[src/rtl/riscv_if_prefetch_pkg.sv]
// Shared types and constants for the prefetching instruction-fetch stage.
// Holds the fetch FSM encoding, the queue entry layout and a PC alignment helper.
package riscv_if_prefetch_pkg;

  localparam logic [31:0] RESET_PC_DEFAULT = 32'h0000_0000;

  typedef enum logic {
    RUN   = 1'b0,
    DRAIN = 1'b1
  } fetch_state_e;

  typedef struct packed {
    logic [31:0] pc;
    logic [31:0] inst;
  } fetch_entry_t;

  function automatic logic [31:0] word_align(input logic [31:0] addr);
    return addr & ~32'h0000_0003;
  endfunction

endpackage

[src/rtl/riscv_if_prefetch_if.sv]
// I-cache read bus between the fetch stage (master) and the instruction cache (slave).
interface riscv_if_prefetch_if;

  logic        ICACHE_ren;
  logic        ICACHE_wen;
  logic [29:0] ICACHE_addr;
  logic [31:0] ICACHE_wdata;
  logic        ICACHE_stall;
  logic [31:0] ICACHE_rdata;

  modport master (
    output ICACHE_ren, ICACHE_wen, ICACHE_addr, ICACHE_wdata,
    input  ICACHE_stall, ICACHE_rdata
  );

  modport slave (
    input  ICACHE_ren, ICACHE_wen, ICACHE_addr, ICACHE_wdata,
    output ICACHE_stall, ICACHE_rdata
  );

endinterface

[src/rtl/riscv_if_prefetch_sync_fifo.sv]
// Synchronous FIFO with flush; head is the oldest entry, valid whenever empty is low.
module riscv_sync_fifo #(
  parameter int WIDTH = 64,
  parameter int DEPTH = 4
) (
  input  logic                       clk,
  input  logic                       rst_n,
  input  logic                       push,
  input  logic                       pop,
  input  logic                       flush,
  input  logic [WIDTH-1:0]           din,
  output logic                       full,
  output logic                       empty,
  output logic [$clog2(DEPTH):0]     count,
  output logic [WIDTH-1:0]           head
);

  localparam int PW = $clog2(DEPTH);
  localparam logic [PW:0] FULL_CNT = (PW+1)'(DEPTH);

  logic [WIDTH-1:0] mem [DEPTH];
  logic [PW-1:0]    wr_ptr;
  logic [PW-1:0]    rd_ptr;
  logic [PW:0]      cnt;

  always_ff @(posedge clk) begin
    if (!rst_n) begin
      wr_ptr <= '0;
      rd_ptr <= '0;
      cnt    <= '0;
      for (int i = 0; i < DEPTH; i++) mem[i] <= '0;
    end else if (flush) begin
      wr_ptr <= '0;
      rd_ptr <= '0;
      cnt    <= '0;
    end else begin
      if (push) begin
        mem[wr_ptr] <= din;
        wr_ptr      <= wr_ptr + 1'b1;
      end
      if (pop) rd_ptr <= rd_ptr + 1'b1;
      unique case ({push, pop})
        2'b10:   cnt <= cnt + 1'b1;
        2'b01:   cnt <= cnt - 1'b1;
        default: cnt <= cnt;
      endcase
    end
  end

  assign full  = (cnt == FULL_CNT);
  assign empty = (cnt == '0);
  assign count = cnt;
  assign head  = mem[rd_ptr];

endmodule

[src/rtl/riscv_if_prefetch.sv]
// Instruction-fetch stage streaming sequential I-cache reads into a prefetch queue.
// Redirects flush the queue; a redirect during an outstanding miss parks the target until the miss retires.
module riscv_if_prefetch
  import riscv_if_prefetch_pkg::*;
#(
  parameter int          DEPTH    = 4,
  parameter logic [31:0] RESET_PC = RESET_PC_DEFAULT
) (
  input  logic                     clk,
  input  logic                     rst_n,
  riscv_if_prefetch_if.master      icache,
  input  logic                     redirect,
  input  logic [31:0]              redirect_pc,
  input  logic                     inst_ready,
  output logic                     inst_valid,
  output logic [31:0]              inst,
  output logic [31:0]              inst_pc,
  output logic [31:0]              PC
);

  localparam int CW = $clog2(DEPTH) + 1;
  localparam logic [CW-1:0] FULL_CNT = CW'(DEPTH);

  fetch_state_e state_q, state_d;
  logic [31:0]  fetch_pc_q, fetch_pc_d;
  logic [31:0]  target_q, target_d;
  logic [31:0]  redirect_pc_al;

  logic         ren, fire, push, pop, flush;
  logic         q_empty, q_full_unused;
  logic [CW-1:0] q_count;
  fetch_entry_t q_din, q_head;

  // Request is a function of registered state only, so it holds steady through a stall.
  assign ren  = (state_q == DRAIN) | ((state_q == RUN) & (q_count != FULL_CNT));
  assign fire = ren & ~icache.ICACHE_stall;
  assign pop  = inst_valid & inst_ready & ~redirect;

  assign redirect_pc_al = word_align(redirect_pc);

  always_comb begin
    state_d    = state_q;
    fetch_pc_d = fetch_pc_q;
    target_d   = target_q;
    push       = 1'b0;
    flush      = 1'b0;
    if (state_q == RUN) begin
      if (redirect) begin
        flush = 1'b1;
        if (!ren || fire) begin
          fetch_pc_d = redirect_pc_al;
        end else begin
          // Miss in flight: the cache must see the same address until it completes.
          target_d = redirect_pc_al;
          state_d  = DRAIN;
        end
      end else if (fire) begin
        push       = 1'b1;
        fetch_pc_d = fetch_pc_q + 32'd4;
      end
    end else begin
      if (redirect) begin
        flush    = 1'b1;
        target_d = redirect_pc_al;
      end else if (fire) begin
        fetch_pc_d = target_q;
        state_d    = RUN;
      end
    end
  end

  always_ff @(posedge clk) begin
    if (!rst_n) begin
      state_q    <= RUN;
      fetch_pc_q <= RESET_PC;
    end else begin
      state_q    <= state_d;
      fetch_pc_q <= fetch_pc_d;
    end
    target_q <= target_d;
  end

  assign q_din = '{pc: fetch_pc_q, inst: icache.ICACHE_rdata};

  riscv_sync_fifo #(
    .WIDTH ($bits(fetch_entry_t)),
    .DEPTH (DEPTH)
  ) u_queue (
    .clk   (clk),
    .rst_n (rst_n),
    .push  (push),
    .pop   (pop),
    .flush (flush),
    .din   (q_din),
    .full  (q_full_unused),
    .empty (q_empty),
    .count (q_count),
    .head  (q_head)
  );

  assign inst_valid = ~q_empty;
  assign inst       = q_empty ? 32'h0 : q_head.inst;
  assign inst_pc    = q_empty ? 32'h0 : q_head.pc;
  assign PC         = fetch_pc_q;

  assign icache.ICACHE_ren   = ren;
  assign icache.ICACHE_wen   = 1'b0;
  assign icache.ICACHE_addr  = fetch_pc_q[31:2];
  assign icache.ICACHE_wdata = 32'h0;

endmodule

[src/flat_wrapper.sv]
// flat-port wrapper written by rule: the top's interface ports become plain ports
module riscv_if_prefetch_flat import riscv_if_prefetch_pkg::*;
#(
  parameter int          DEPTH    = 4,
  parameter logic [31:0] RESET_PC = RESET_PC_DEFAULT
)
  (clk, rst_n, redirect, redirect_pc, inst_ready, inst_valid, inst, inst_pc, PC, icache_ICACHE_ren, icache_ICACHE_wen, icache_ICACHE_addr, icache_ICACHE_wdata, icache_ICACHE_stall, icache_ICACHE_rdata);
  riscv_if_prefetch_if icache_i ();
  input  logic clk;
  input  logic rst_n;
  input  logic redirect;
  input  logic [31:0] redirect_pc;
  input  logic inst_ready;
  output logic inst_valid;
  output logic [31:0] inst;
  output logic [31:0] inst_pc;
  output logic [31:0] PC;
  output wire logic [$bits(icache_i.ICACHE_ren)-1:0] icache_ICACHE_ren;
  output wire logic [$bits(icache_i.ICACHE_wen)-1:0] icache_ICACHE_wen;
  output wire logic [$bits(icache_i.ICACHE_addr)-1:0] icache_ICACHE_addr;
  output wire logic [$bits(icache_i.ICACHE_wdata)-1:0] icache_ICACHE_wdata;
  input wire logic [$bits(icache_i.ICACHE_stall)-1:0] icache_ICACHE_stall;
  input wire logic [$bits(icache_i.ICACHE_rdata)-1:0] icache_ICACHE_rdata;
  assign icache_ICACHE_ren = icache_i.ICACHE_ren;
  assign icache_ICACHE_wen = icache_i.ICACHE_wen;
  assign icache_ICACHE_addr = icache_i.ICACHE_addr;
  assign icache_ICACHE_wdata = icache_i.ICACHE_wdata;
  assign icache_i.ICACHE_stall = icache_ICACHE_stall;
  assign icache_i.ICACHE_rdata = icache_ICACHE_rdata;
  riscv_if_prefetch #(.DEPTH(DEPTH), .RESET_PC(RESET_PC)) u_core (.clk(clk), .rst_n(rst_n), .icache(icache_i), .redirect(redirect), .redirect_pc(redirect_pc), .inst_ready(inst_ready), .inst_valid(inst_valid), .inst(inst), .inst_pc(inst_pc), .PC(PC));
endmodule
[config.mk]
export PLATFORM = sky130hd
export DESIGN_NAME = riscv_if_prefetch_flat
export DESIGN_NICKNAME = d
export VERILOG_FILES = /design/src/rtl/riscv_if_prefetch_pkg.sv /design/src/rtl/riscv_if_prefetch_if.sv /design/src/rtl/riscv_if_prefetch_sync_fifo.sv /design/src/rtl/riscv_if_prefetch.sv /design/src/flat_wrapper.sv
export SDC_FILE = /design/constraint.sdc
export NUM_CORES = 1
export LEC_CHECK = 0
export BUFFER_PORTS_ARGS = -buffer_cell sky130_fd_sc_hd__buf_2
export CORE_AREA = 3 3 226 284
export DETAILED_ROUTE_END_ITERATION = 16
export DIE_AREA = 0 0 229 287
export PLACE_DENSITY = 0.42
export SLEW_MARGIN = 20
export SYNTH_ARGS = -nofsm -noshare
export SYNTH_HDL_FRONTEND = slang
export SYNTH_SLANG_ARGS = --single-unit
[constraint.sdc]
create_clock -name clk -period 6.65 [get_ports clk]
set_clock_uncertainty 0.1 [all_clocks]
set_input_delay 0.9975 -clock clk [delete_from_list [all_inputs] [get_ports clk]]
set_output_delay 0.9975 -clock clk [all_outputs]
set_load 0.02 [all_outputs]
==> results.py <==
metrics = {
    "status": {
        "status": "complete, no violations",
    },
    "placed_design": {
        "place_congestion": 0.737,
        "hpwlAfterDp_mm": 26.6,
        "io_buffers": 192,
    },
    "route": {
        "wl_per_cell_um": 21.3,
        "routed_wl_mm": 46.0,
        "first_pass_iters": 5,
        "vias_per_cell": 4.43,
        "drtIter0Drc": 673,
        "ant_nets": 0,
        "drc": 0,
        "vias": 9563,
    },
    "sta": {
        "finalCritPeriodShare": 0.614,
        "slew_violations": 0,
        "rsz0062_at_grt": "no",
        "setup_tns_ns": 0,
        "worst_slew_pin_slew_ns": 0.897,
        "max_slew_margin": 0.394,
        "final_hold_viol_count": 0,
        "finalCriticalPeriod_ns": 4.08,
        "setup_viol": 0,
        "max_freq_ghz": 0.245,
    },
    "synthesis": {
        "synth_top_cell_by_area": "edfxtp_1",
        "synthAdderAreaFrac": 0.00293,
        "synthFlopType": "edfxtp_1",
        "synthSimpleGateAreaFrac": 0.178,
        "synth-xor-area-share": 0.00684,
        "syn_avg_cell_area_um2": 13.3,
        "synth.top_cell.area_share": 0.551,
        "ys_warn_count": 0,
        "synth_edf_count": 282,
        "netlist_area_mm2": 0.0154,
        "synth.area.mux_share": 0.0977,
        "synth_top_family_by_area": "simple AND/OR/NAND/NOR gates",
        "synth_compound_area_frac": 0.0521,
        "ys_ff_latch": 322,
        "synthCells": 1160,
        "synth.distinct_cells": 58,
        "async_flop_share": 0,
        "yosysSeqAreaShare": 0.603,
        "synth_area_leaders": "edfxtp_1, and2_1, mux4_2, dfxtp_1, buf_4",
    },
    "power_and_ir_drop": {
        "intPower_mw": 3.60,
        "seqPwrFrac": 0.496,
        "power.switching_fraction": 0.246,
        "powerDensity_mw_per_mm2": 263,
        "p_clk_frac": 0.425,
        "switching_power_mw": 1.17,
        "power_frac_comb": 0.079,
        "ir_drop_mv": 0.172,
        "totalPowerFinal_mw": 4.77,
        "p_leak_nw": 6.99,
    },
    "floorplanning": {
        "fp-row-count": 102,
        "initial_core_util": 0.249,
        "ios": 230,
        "dieArea_mm2": 0.0657,
        "fp.dieH_um": 287,
        "die_w_um": 229,
        "design.core.area_mm2": 0.0618,
    },
    "layout": {
        "layout.nets": 1369,
        "layout-area-overhead-vs-synth_pct": 18.1,
        "drive_gt1_frac": 0.263,
        "layout_commonest_cell": "edfxtp_1",
        "regArea_mm2": 0.00928,
        "multiInputGateArea_mm2": 0.00539,
        "n_antenna_cell": 0,
        "mostFrequentLayoutCells": "edfxtp_1, and2_1, buf_2, mux4_2, and3_1",
        "nFillCells": 6330,
    },
    "cts": {
        "clk_pin_slew_worst_paths_ns": 0.06,
        "worstSkewPairLatency_ns": 0.55,
        "cts_resized": 0,
        "tritoncts": "done",
        "numCtsBuffers": 39,
        "post_cts_buffers": 0,
        "root_buffer": "clkbuf_16",
        "cts_buffer_depth": 3,
        "cts_hold_buffers": 0,
        "numClockSinks": 322,
        "htreeDepth": 2,
    },
    "global_routing": {
        "gr-total-overflow": 0,
        "antenna_found_initial": 3,
        "grt_max_degree": 66,
        "grt_first_pass_wirelength_mm": 67.8,
        "track_usage": 0.138,
        "first_global_vias": 10100,
    },
    "min_path": {
        "min_path_type": "reg -> reg",
        "worstHoldPathCells": 2,
    },
    "worst_setup_path": {
        "crit_type": "reg -> out",
        "arrival_ns": 2.99,
        "reg2reg_depth": 8,
        "start_kind": "register",
        "critPathMaxFanout": 25,
        "crit_path_end_kind": "output pin",
        "cp.required_ns": 5.55,
    },
    "job": {
        "max_cap_viol_count": 0,
    },
}
flip-flops by register name (all words and copies together), names as in the netlist, named ones only:
name and flops:
u_core.PC 30, u_core.state_q 1, u_core.target_q 30, u_core.u_queue.count 3, u_core.u_queue.mem 252, u_core.u_queue.rd_ptr 2, u_core.u_queue.wr_ptr 2
power groups by stage:
stage | clock, mW | sequential, mW | combinational (mW)
after floorplan | 0 | 2.39 | 0.261
after global placement | 0 | 2.41 | 0.389
after detailed placement | 0 | 2.41 | 0.388
after CTS | 2.10 | 2.37 | 0.389
after global routing | 2.18 | 2.38 | 0.416
final | 2.03 | 2.36 | 0.379
final cells by class:
type,instances,area share
Clock buffer,52,0.0593
Inverter,12,0.00248
Sequential cell,322,0.511
Tap cell,832,0.0573
Multi-Input combinational cell,706,0.297
Timing Repair Buffer,216,0.0669
Clock inverter,18,0.00634
path summary, 6_finish.rpt:
kind | endpoint | slack (ns) | startpoint
worst max-delay path | inst_pc[7] | 2.57 | register
worst max register to register | u_core.u_queue.mem[2][7] | 3.57 | u_core.state_q
worst min register to register | u_core.PC[20] | 0.41 | u_core.target_q[20]
worst min-delay path | u_core.PC[20] | 0.41 | u_core.target_q[20]
worst max-delay path, cell delays in order (launching register included):
cell	delay (ns)
dfxtp_4	0.68
buf_16	0.31
buf_4	0.46
mux4_2	0.55
and2_1	0.22
buf_2	0.18
cells in the mapped netlist (all sizes together), types with 11 or more instances:
library cell / instances
edfxtp: 282
and2: 251
buf: 84
clkbuf: 74
and3: 63
mux4: 63
dfxtp: 40
nand2: 38
nor2: 29
a21oi: 28
o21ai: 23
nand3: 21
o211ai: 14
inv: 12
a22oi: 11
stage by stage:
stage | std cells | setup WS (ns) | utilization | hold slack [ns] | cell area, µm²
floorplan | 1198 | 1.47 | - | 0.378 | 15500
global placement | 2087 | 2.62 | 0.274 | 0.406 | 16900
detailed placement | 2087 | 2.71 | 0.274 | 0.397 | 16900
CTS | 2157 | 2.24 | 0.293 | 0.411 | 18100
finish | 2158 | 2.57 | 0.294 | 0.410 | 18200
global route | 2158 | 2.33 | 0.294 | 0.455 | 18200
cells by family after synthesis:
group	after synthesis
AO/OA/AOI/OAI	123
XOR/XNOR	12
adder cells (fa/ha/maj)	3
buffers and inverters	170
flip-flops	322
multiplexers	71
other	1
AND/OR/NAND/NOR	458
metal layers:
| layer | global-route usage | part of all wire | up-vias |
|---|---|---|---|
| met1 | 0.172 | 0.42 | 4793 |
| met3 | 0.0228 | 0.047 | 59 |
| met4 | 0.0399 | 0.024 | 0 |
| met2 | 0.247 | 0.51 | 274 |
| met5 | 0 | 0 | - |
| li1 | - | - | 4437 |
Note: power is estimated with default switching activity, not from simulation.
